File: src/rtl/muldiv_pkg.sv
// Shared decode definitions for the RV32 M-extension path: opcodes, funct3
// operation encodings, and the iterative multiply/divide FSM states.
package muldiv_pkg;

  localparam logic [6:0] OPC_RTYPE     = 7'b0110011;
  localparam logic [6:0] OPC_ITYPE     = 7'b0010011;
  localparam logic [6:0] OPC_LOAD      = 7'b0000011;
  localparam logic [6:0] OPC_STORE     = 7'b0100011;
  localparam logic [6:0] OPC_BRANCH    = 7'b1100011;
  localparam logic [6:0] FUNCT7_MULDIV = 7'b0000001;

  typedef enum logic [2:0] {
    F3_MUL    = 3'b000,
    F3_MULH   = 3'b001,
    F3_MULHSU = 3'b010,
    F3_MULHU  = 3'b011,
    F3_DIV    = 3'b100,
    F3_DIVU   = 3'b101,
    F3_REM    = 3'b110,
    F3_REMU   = 3'b111
  } funct3_e;

  typedef enum logic [2:0] {
    S_IDLE,
    S_PREP,
    S_RUN,
    S_FIX,
    S_DONE
  } state_e;

  // funct3[2] splits the divide group from the multiply group
  function automatic logic op_is_div(input logic [2:0] f3);
    return f3[2];
  endfunction

endpackage

File: src/rtl/muldiv_unit.sv
// Iterative RV32M multiply/divide: 1 prep cycle, 32 shift-add or restoring
// shift-subtract cycles on a shared 64-bit register, 1 sign-fix cycle.
module muldiv_unit
  import muldiv_pkg::*;
#(
  parameter int WIDTH = 32
) (
  input  logic             clock,
  input  logic             nreset,
  input  logic             mulEn,
  input  logic [2:0]       funct3,
  input  logic [WIDTH-1:0] rs1,
  input  logic [WIDTH-1:0] rs2,
  output logic             stall,
  output logic             done,
  output logic [WIDTH-1:0] result
);

  localparam int CW = $clog2(WIDTH);
  localparam logic [CW-1:0] LAST = CW'(WIDTH - 1);
  localparam logic [WIDTH-1:0] MOST_NEG = {1'b1, {(WIDTH-1){1'b0}}};

  state_e           state, nstate;
  logic [2:0]       op;
  logic [WIDTH-1:0] opa, opb, bm;
  logic [2*WIDTH-1:0] acc;
  logic [CW-1:0]    cnt;
  logic             sgn_a, neg_res, div0, ovf;

  logic             is_div, a_neg, b_neg, qbit;
  logic [WIDTH:0]   add_a, add_b, sum;
  logic [2*WIDTH-1:0] prod;
  logic [WIDTH-1:0] quo, rem, fix_val;

  assign is_div = op_is_div(op);
  assign a_neg  = opa[WIDTH-1] &
                  (op == F3_MULH || op == F3_MULHSU || op == F3_DIV || op == F3_REM);
  assign b_neg  = opb[WIDTH-1] & (op == F3_MULH || op == F3_DIV || op == F3_REM);

  // One 33-bit adder: adds multiplicand to the high word, or subtracts the
  // divisor from the shifted partial remainder (carry-in completes the negate).
  assign add_a = is_div ? acc[2*WIDTH-1:WIDTH-1] : {1'b0, acc[2*WIDTH-1:WIDTH]};
  assign add_b = is_div ? ~{1'b0, bm} : {1'b0, bm};
  assign sum   = add_a + add_b + {{WIDTH{1'b0}}, is_div};
  // A set top bit means the shifted remainder already exceeds any 32-bit divisor
  assign qbit  = acc[2*WIDTH-1] | ~sum[WIDTH];

  assign prod = neg_res ? -acc : acc;
  assign quo  = neg_res ? -acc[WIDTH-1:0] : acc[WIDTH-1:0];
  assign rem  = sgn_a ? -acc[2*WIDTH-1:WIDTH] : acc[2*WIDTH-1:WIDTH];

  always_comb begin
    fix_val = prod[WIDTH-1:0];
    case (op)
      F3_MUL:                      fix_val = prod[WIDTH-1:0];
      F3_MULH, F3_MULHSU, F3_MULHU: fix_val = prod[2*WIDTH-1:WIDTH];
      F3_DIV, F3_DIVU:             fix_val = div0 ? '1 : (ovf ? MOST_NEG : quo);
      F3_REM, F3_REMU:             fix_val = div0 ? opa : (ovf ? '0 : rem);
      default:                     fix_val = prod[WIDTH-1:0];
    endcase
  end

  always_comb begin
    nstate = state;
    stall  = 1'b0;
    done   = 1'b0;
    case (state)
      S_IDLE: begin
        stall = mulEn;
        if (mulEn) nstate = S_PREP;
      end
      S_PREP: begin
        stall  = 1'b1;
        nstate = S_RUN;
      end
      S_RUN: begin
        stall = 1'b1;
        if (cnt == LAST) nstate = S_FIX;
      end
      S_FIX: begin
        stall  = 1'b1;
        nstate = S_DONE;
      end
      S_DONE: begin
        done   = 1'b1;
        stall  = mulEn;
        nstate = mulEn ? S_PREP : S_IDLE;
      end
      default: nstate = S_IDLE;
    endcase
  end

  always_ff @(posedge clock) begin
    if (!nreset) begin
      state   <= S_IDLE;
      cnt     <= '0;
      result  <= '0;
      op      <= '0;
      opa     <= '0;
      opb     <= '0;
      bm      <= '0;
      acc     <= '0;
      sgn_a   <= 1'b0;
      neg_res <= 1'b0;
      div0    <= 1'b0;
      ovf     <= 1'b0;
    end else begin
      state <= nstate;
      case (state)
        S_IDLE, S_DONE: begin
          if (mulEn) begin
            op  <= funct3;
            opa <= rs1;
            opb <= rs2;
          end
        end
        S_PREP: begin
          bm      <= b_neg ? -opb : opb;
          acc     <= {{WIDTH{1'b0}}, (a_neg ? -opa : opa)};
          sgn_a   <= a_neg;
          neg_res <= a_neg ^ b_neg;
          div0    <= (opb == '0);
          ovf     <= (op == F3_DIV || op == F3_REM) && opa == MOST_NEG && opb == '1;
          cnt     <= '0;
        end
        S_RUN: begin
          cnt <= cnt + 1'b1;
          if (is_div)
            acc <= {(qbit ? sum[WIDTH-1:0] : acc[2*WIDTH-2:WIDTH-1]), acc[WIDTH-2:0], qbit};
          else if (acc[0])
            acc <= {sum, acc[WIDTH-1:1]};
          else
            acc <= {1'b0, acc[2*WIDTH-1:WIDTH], acc[WIDTH-1:1]};
        end
        S_FIX: result <= fix_val;
        default: ;
      endcase
    end
  end

endmodule

File: config.mk
export PLATFORM = sky130hd
export DESIGN_NAME = muldiv_unit
export DESIGN_NICKNAME = d
export VERILOG_FILES = /design/src/rtl/muldiv_pkg.sv /design/src/rtl/muldiv_unit.sv
export SDC_FILE = /design/constraint.sdc
export NUM_CORES = 1
export LEC_CHECK = 0
export ABC_AREA = 1
export CELL_PAD_IN_SITES_DETAIL_PLACEMENT = 1
export CELL_PAD_IN_SITES_GLOBAL_PLACEMENT = 2
export CORE_MARGIN = 1
export CORE_UTILIZATION = 29
export CTS_CLUSTER_SIZE = 12
export DETAILED_ROUTE_END_ITERATION = 7
export GPL_TIMING_DRIVEN = 0
export PLACE_DENSITY = 0.81
export SLEW_MARGIN = 5
export SYNTH_ARGS = -nofsm -noshare
export SYNTH_HDL_FRONTEND = slang
export SYNTH_SLANG_ARGS = --single-unit
export TNS_END_PERCENT = 1
File: constraint.sdc
create_clock -name clock -period 3.6 [get_ports clock]
set_clock_uncertainty 0.2 [all_clocks]
set_input_delay 0.36 -clock clock [delete_from_list [all_inputs] [get_ports clock]]
set_output_delay 0.36 -clock clock [all_outputs]
set_load 0.1 [all_outputs]
==> metrics.txt, run 1 <==
status=complete, but fails checks; failing checks=negative setup slack; count of different cell masters after synthesis=53; number of synthesized flops with an enable pin=0; ANT nets after route=0; Logic pwr share=0.460; placeable core area=58200 um^2; first-pass GRT wire length=140000 um; mapped cell area=17200 um^2; slowest cell delay on critical path=430 ps; critical path's most frequent cell=nand2_1; Crit Path Max Fanout=10; Clk network pwr share=0.273; 1st-iter DRT viols=1734; Final Cell Area=20700 um^2; Final min period=3610 ps; gr usage total=0.310; placed inst area=19200 um^2; Worst Path Arrival=3920 ps; Switch Pwr=5.19 mW; Worst setup EP type=flop; I/O Pins=104; final hold vios=0; starting density of the core=0.296; worst min-delay path class=primary input to flop; Ys Warns=0; synthesis-to-layout area growth=20.3%; H-tree levels=1; Post-Synthesis Mean Instance Area=5.88 um^2; dpl hpwl=77600 um; asr flop ratio synth=0; worst relative slew slack=0.320; Worst Path Class, Setup=flop to flop; worst path required time=3910 ps; routability-driven placement congestion ratio=0.991; fin nets=3188; Crit-path slowest cell=ha_1; Slew @ Worst Pin=1020 ps; vias in the first global route=21500; vias per cell=5.55; Final setup viols=3; die area=60400 um^2; Filler Cells Inserted=7668; fin. max-slew vios=0; top cells by count, synth=nand2_1, nor2_1, a21oi_1; proportion of layout cells with a drive suffix above 1=0.0717; syn nets=3042; Pint=5.71 mW; PortBufs=103; reg-to-reg setup timing slack=-9 ps; CTS tree=yes; Num CTS Buffers=28; grt ovf=0; Final Hold Slack=198 ps; sequential power share=0.267; Yosys top cell by area=dfxtp_1; Die Y=246 um; RSZ-0062 raised after global routing=yes; Remaining DRCs=0; leakage power total=9.10 nW; CTS root buf=clkbuf_16; most frequent cell after synthesis=nand2_1; count of state elements after synthesis=207; initial antenna violation count=3; worst-skew pair later-pin latency=590 ps; final worst slack=-9.36 ps; CTS Hold Buffers Added=0; largest net degree at the start of global routing=20; family with the most delay on the worst path=simple AND/OR/NAND/NOR gates; cell chain of the critical path=buf_6, clkbuf_16, clkbuf_16, clkbuf_4, nand2_1, o21ai_0, ha_1, nand2_1, inv_2, nand2_1, nor3_1, a21oi_4, nand2_2, nand2_2, nand3_2, buf_6, nand3b_1, nand2_1, nand2_1, a21oi_1; Max Cap Viol=0; CTS sink cnt=207; WP buf/inv=6; top-area cell type share of the netlist area=0.240; post-synthesis sequential area ratio=0.240; total wire length=94900 um; ranking of synthesized cells by area=dfxtp_1, nand2_1, a21oi_1; clock buffer depth=3; drt pass-1 iters=5; clk slew on worst S/H paths=60 ps; WL/cell=24.6 um; Final period util=1.00; Critical Path Source Type=flop; Die Wd=246 um; pwr/cell area=526 nW/um^2; vias=21500; Net Sw Frac=0.476; FMAX=277 MHz; maximum vdd drop=0.385 mV; Total Power=10.9 mW; Rows=88; Post-Syn Instances=2933; ys flop type=dfxtp_1
==> layer usage <==
layer / vias to the layer above / track usage / wire length, um
met1: 10600 / 0.430 / 43300
met3: 137 / 0.0313 / 6020
met5: - / 0 / 0
met2: 733 / 0.501 / 42600
met4: 0 / 0.0948 / 2940
li1: 9999 / - / -
==> stage by stage <==
stage          setup TNS, ps  std cells   util  setup WS [ps]
2_1_floorplan              0       2933      -            113
3_3_place_gp          -40010       3801  0.330          -1250
6_report               -25.6       3864  0.356          -9.36
3_5_place_dp          -43390       3801  0.330          -1360
5_1_grt                -4530       3863  0.356           -207
4_1_cts                -3.89       3861  0.355          -3.89
==> power by group through the flow <==
stage	Clock (mW)	Sequential, mW	Combinational, mW
4_1_cts	3.01	2.90	4.87
2_1_floorplan	0	2.89	2.93
5_1_grt	3.11	2.94	5.39
3_3_place_gp	0	2.91	4.65
3_5_place_dp	0	2.92	4.71
6_report	2.98	2.91	5.01
==> worst register-to-register path: stages, from the launching register on <==
cell and delay, ps:
dfxtp_1 310, buf_6 140, clkbuf_16 180, clkbuf_16 190, clkbuf_4 200, nand2_1 70, o21ai_0 180, ha_1 430
nand2_1 80, inv_2 90, nand2_1 120, nor3_1 290, a21oi_4 120, nand2_2 150, nand2_2 70, nand3_2 140
buf_6 170, nand3b_1 130, nand2_1 80, nand2_1 50, a21oi_1 140
==> sequential cells by signal, indices dropped and copies added, names as in the netlist <==
| register | count |
|---|---|
| acc | 64 |
| bm | 32 |
| cnt | 5 |
| div0 | 1 |
| neg_res | 1 |
| op | 3 |
| opa | 32 |
| opb | 32 |
| ovf | 1 |
| result | 32 |
| sgn_a | 1 |
| state | 3 |
==> worst paths after layout <==
path	start	to	cells after the start
max	op[2]$_SDFFE_PN0P_	acc[43]$_SDFFE_PN0P_	20
min	rs2[28]	opb[28]$_SDFFE_PN0P_	3
max reg2reg	op[2]$_SDFFE_PN0P_	acc[43]$_SDFFE_PN0P_	20
min reg2reg	result[21]$_SDFFE_PN0P_	result[21]$_SDFFE_PN0P_	2
==> cell usage in the layout, fill, tap and decap left out, types with 5 or more instances in the layout <==
master	n
ha_1	37
clkbuf_16	30
nor4_1	10
clkinv_1	5
nor2_1	302
nand2_1	716
xor2_2	16
buf_2	24
o221ai_1	14
nand4_1	31
o21ai_0	256
inv_2	21
nor3_2	5
xor2_1	74
nor3_1	44
nand2_2	16
dfxtp_1	207
nand3b_1	10
nor2_2	9
nand3_1	208
clkdlybuf4s50_1	102
buf_6	11
clkbuf_1	103
clkinv_2	7
o211ai_1	49
o21ai_1	64
o21ai_2	12
a31oi_1	39
buf_4	22
a21oi_1	289
buf_1	12
o21bai_1	8
inv_1	271
clkbuf_8	10
==> timing repair <==
item / in CTS / in global routing
resized for setup: 92 / 12
endpoints found under the setup margin: 34 / 39
gates cloned: 2 / 0
pin swaps: 16 / 5
buffers inserted: 16 / 4
hold endpoints to repair: 0 / 0
==> final cells by class <==
type / count / area (um^2) / share of cell area
Tap cell: 765 / 957 / 0.0462
Inverter: 297 / 1110 / 0.0538
Clock inverter: 13 / 171 / 0.00827
Antenna cell: 1 / 2.50 / 0.000121
Buffer: 159 / 821 / 0.0396
Timing Repair Buffer: 125 / 1200 / 0.0581
Sequential cell: 207 / 4140 / 0.200
Multi-Input combinational cell: 2261 / 11500 / 0.556
Clock buffer: 36 / 791 / 0.0381
==> logic make-up (layout without fill, tap and decap cells) <==
logic type,Yosys count,after routing,share of synthesized area
adders and majority gates,39,39,0.0288
AOI/OAI and AO/OA,756,756,0.238
xor gates and xnor gates,95,95,0.0483
and+or+nand+nor,1371,1371,0.337
other,0,1,0
DFF,207,207,0.240
buffers and inverters,465,630,0.107
Power figures use the tool's default switching activity.
==> run 2, diff against run 1 <==
--- a/config.mk
+++ b/config.mk
@@ -8,6 +8,7 @@
 export ABC_AREA = 1
 export CELL_PAD_IN_SITES_DETAIL_PLACEMENT = 1
 export CELL_PAD_IN_SITES_GLOBAL_PLACEMENT = 2
+export CORE_ASPECT_RATIO = 1.5
 export CORE_MARGIN = 1
 export CORE_UTILIZATION = 29
 export CTS_CLUSTER_SIZE = 12
==> run 2 against run 1 <==
- clock-buffer cell count is 1 higher
- largest cell class unchanged
- highest routed layer unchanged
- the flow now finishes without violations
- largest power group unchanged
- clock power shrank 8.4%
- combinational power up 3%
- sequential share of layout area fell by 0.19 points
- critical path type unchanged
==> metrics.txt, run 2 (synthesized netlist as in run 1, its figures left out) <==
initial antenna violation count=1 (was 3); dpl hpwl=82200 um (was 77600 um); gr usage total=0.318 (was 0.310); WP buf/inv=7 (was 6); RSZ-0062 raised after global routing=yes (unchanged); Final min period=3550 ps (was 3610 ps); WL/cell=25.6 um (was 24.6 um); Total Power=10.8 mW (was 10.9 mW); starting density of the core=0.293 (was 0.296); reg-to-reg setup timing slack=50 ps (was -9 ps); Worst Path Arrival=3850 ps (was 3920 ps); commonest non-fill, non-tap cells in the layout=nand2_1, nor2_1, a21oi_1 (unchanged); worst relative slew slack=0.161 (was 0.320); final worst slack=50.4 ps (was -9.36 ps); Worst Path Class, Setup=flop to flop (unchanged); Rows=109 (was 88); I/O Pins=104 (unchanged); ANT nets after route=0 (unchanged); die area=60400 um^2 (about the same); critical path's most frequent cell=nand2_1 (unchanged); family with the most delay on the worst path=buffers and inverters (was simple AND/OR/NAND/NOR gates); Largest Register=acc (unchanged); Place WS=-1430 ps (was -1360 ps); worst-skew pair later-pin latency=600 ps (was 590 ps); Setup TNS=0 ps (was -25.6 ps); Die Wd=201 um (was 246 um); clk slew on worst S/H paths=60 ps (about the same); n_diodes=0 (was 1); fin. max-slew vios=0 (unchanged); H-tree levels=1 (unchanged); area of the multi-input gates=11700 um^2 (was 11500 um^2); Max Cap Viol=0 (unchanged); Crit-path slowest cell=dfxtp_1 (was ha_1); Final period util=0.986 (was 1.00); commonest non-fill, non-tap cell in the layout=nand2_1 (unchanged); worst path required time=3900 ps (was 3910 ps); Filler Cells Inserted=7747 (was 7668); pwr/cell area=517 nW/um^2 (was 526 nW/um^2); synthesis-to-layout area growth=21.5% (was 20.3%); Num CTS Buffers=25 (was 28); maximum vdd drop=0.397 mV (was 0.385 mV); Slew @ Worst Pin=1250 ps (was 1020 ps); total wire length=99200 um (was 94900 um); 1st-iter DRT viols=1232 (was 1734); FMAX=282 MHz (was 277 MHz); clock buffer depth=3 (unchanged); CTS root buf=clkbuf_16 (unchanged); Worst setup EP type=flop (unchanged); PortBufs=103 (unchanged); grt ovf=0 (unchanged); drt pass-1 iters=6 (was 5); status=completed (was complete, but fails checks); flip-flop count of the largest register after layout=64 (unchanged); routability-driven placement congestion ratio=1.03 (was 0.991); slowest cell delay on critical path=330 ps (was 430 ps); placeable core area=58800 um^2 (was 58200 um^2); vias=21100 (was 21500); CTS tree=yes (unchanged); vias in the first global route=21300 (was 21500); final hold vios=0 (unchanged); vias per cell=5.44 (was 5.55); CTS sink cnt=207 (unchanged); worst min-delay path class=primary input to flop (unchanged); leakage power total=9.11 nW (was 9.10 nW); Critical Path Source Type=flop (unchanged); Remaining DRCs=0 (unchanged); cell chain of the critical path=buf_6, buf_12, buf_12, clkbuf_16, xor2_2, ha_1, nand2_1, nand2_1, inv_1, nand2_1, a21oi_1, nand2_2, nand2_2, nand2_2, o21ai_4, buf_12, buf_6, o21ai_1, nand2_1, nand2_1, a21oi_1 (was buf_6, clkbuf_16, clkbuf_16, clkbuf_4, nand2_1, o21ai_0, ha_1, nand2_1, inv_2, nand2_1, nor3_1, a21oi_4, nand2_2, nand2_2, nand3_2, buf_6, nand3b_1, nand2_1, nand2_1, a21oi_1); largest net degree at the start of global routing=20 (unchanged); fin nets=3194 (was 3188); proportion of layout cells with a drive suffix above 1=0.0773 (was 0.0717); Final setup viols=0 (was 3); first-pass GRT wire length=141000 um (was 140000 um); Register Area=4140 um^2 (unchanged); Crit Path Max Fanout=11 (was 10); Die Y=301 um (was 246 um)
-- run 2: cell count changes in the layout (fill, tap and decap cells not counted), moves of 4 or more --
| cell | previous run | this run |
|---|---|---|
| a21oi_1 | 289 | 285 |
| a21oi_2 | 4 | 9 |
| buf_4 | 22 | 26 |
| clkbuf_1 | 103 | 109 |
| clkinv_2 | 7 | 2 |
| xor2_1 | 74 | 68 |
| xor2_4 | 4 | 11 |
-- run 2: what timing repair did --
action                                 in CTS  in global routing
buffers inserted                            2                 23
hold buffers                                0                  0
pin swaps                                   1                 23
resized for setup                          47                102
endpoints found under the hold margin       0                  0
gates cloned                                0                  3
setup endpoints to repair                  36                 35
-- run 2: stage by stage --
| stage | utilization | area, um^2 | hold WS (ps) | std cells |
|---|---|---|---|---|
| floorplan | - | 17200 | 237 | 2933 |
| global placement | 0.327 | 19200 | 252 | 3813 |
| detailed placement | 0.327 | 19200 | 258 | 3813 |
| CTS | 0.345 | 20300 | 169 | 3860 |
| global route | 0.356 | 20900 | 221 | 3881 |
| finish | 0.356 | 20900 | 200 | 3881 |
-- run 2: power by group --
part / switching [mW] / internal [mW]
logic: 3.69 / 1.46
registers: 0.381 / 2.55
clock network: 1.17 / 1.56
total: 5.24 / 5.57
-- run 2: metal layers --
metal  up-vias  routed length [um]  track usage
met2       626               50200        0.585
met5         -                   0            0
li1      10000                   -            -
met3       258                3900       0.0274
met4         0                9320        0.254
met1     10200               35900        0.332
-- run 2: worst register-to-register path: stages, from the launching register on --
cell       delay [ps]
dfxtp_1           330
buf_6             170
buf_12            170
buf_12            200
clkbuf_16         190
xor2_2            230
ha_1              330
nand2_1           110
nand2_1            70
inv_1              60
nand2_1            80
a21oi_1           150
nand2_2           120
nand2_2           100
nand2_2            90
o21ai_4           160
buf_12            150
buf_6             160
o21ai_1            80
nand2_1           100
nand2_1            60
a21oi_1           140
-- run 2: layout make-up --
type | count | area share
clock buffers | 37 | 0.0349
multi-input cells | 2261 | 0.559
well taps | 777 | 0.0464
clock inverters | 9 | 0.00592
plain buffers | 162 | 0.0408
flip-flops and latches | 207 | 0.198
repair buffers | 131 | 0.0614
inverters | 297 | 0.0533
-- run 2: path summary, 6_finish.rpt --
check,start,to,depth (start not counted)
setup / recovery,op[2]$_SDFFE_PN0P_,acc[61]$_SDFFE_PN0P_,21
hold / removal,rs2[0],opb[0]$_SDFFE_PN0P_,3
setup reg to reg,op[2]$_SDFFE_PN0P_,acc[61]$_SDFFE_PN0P_,21
hold reg to reg,result[1]$_SDFFE_PN0P_,result[1]$_SDFFE_PN0P_,2
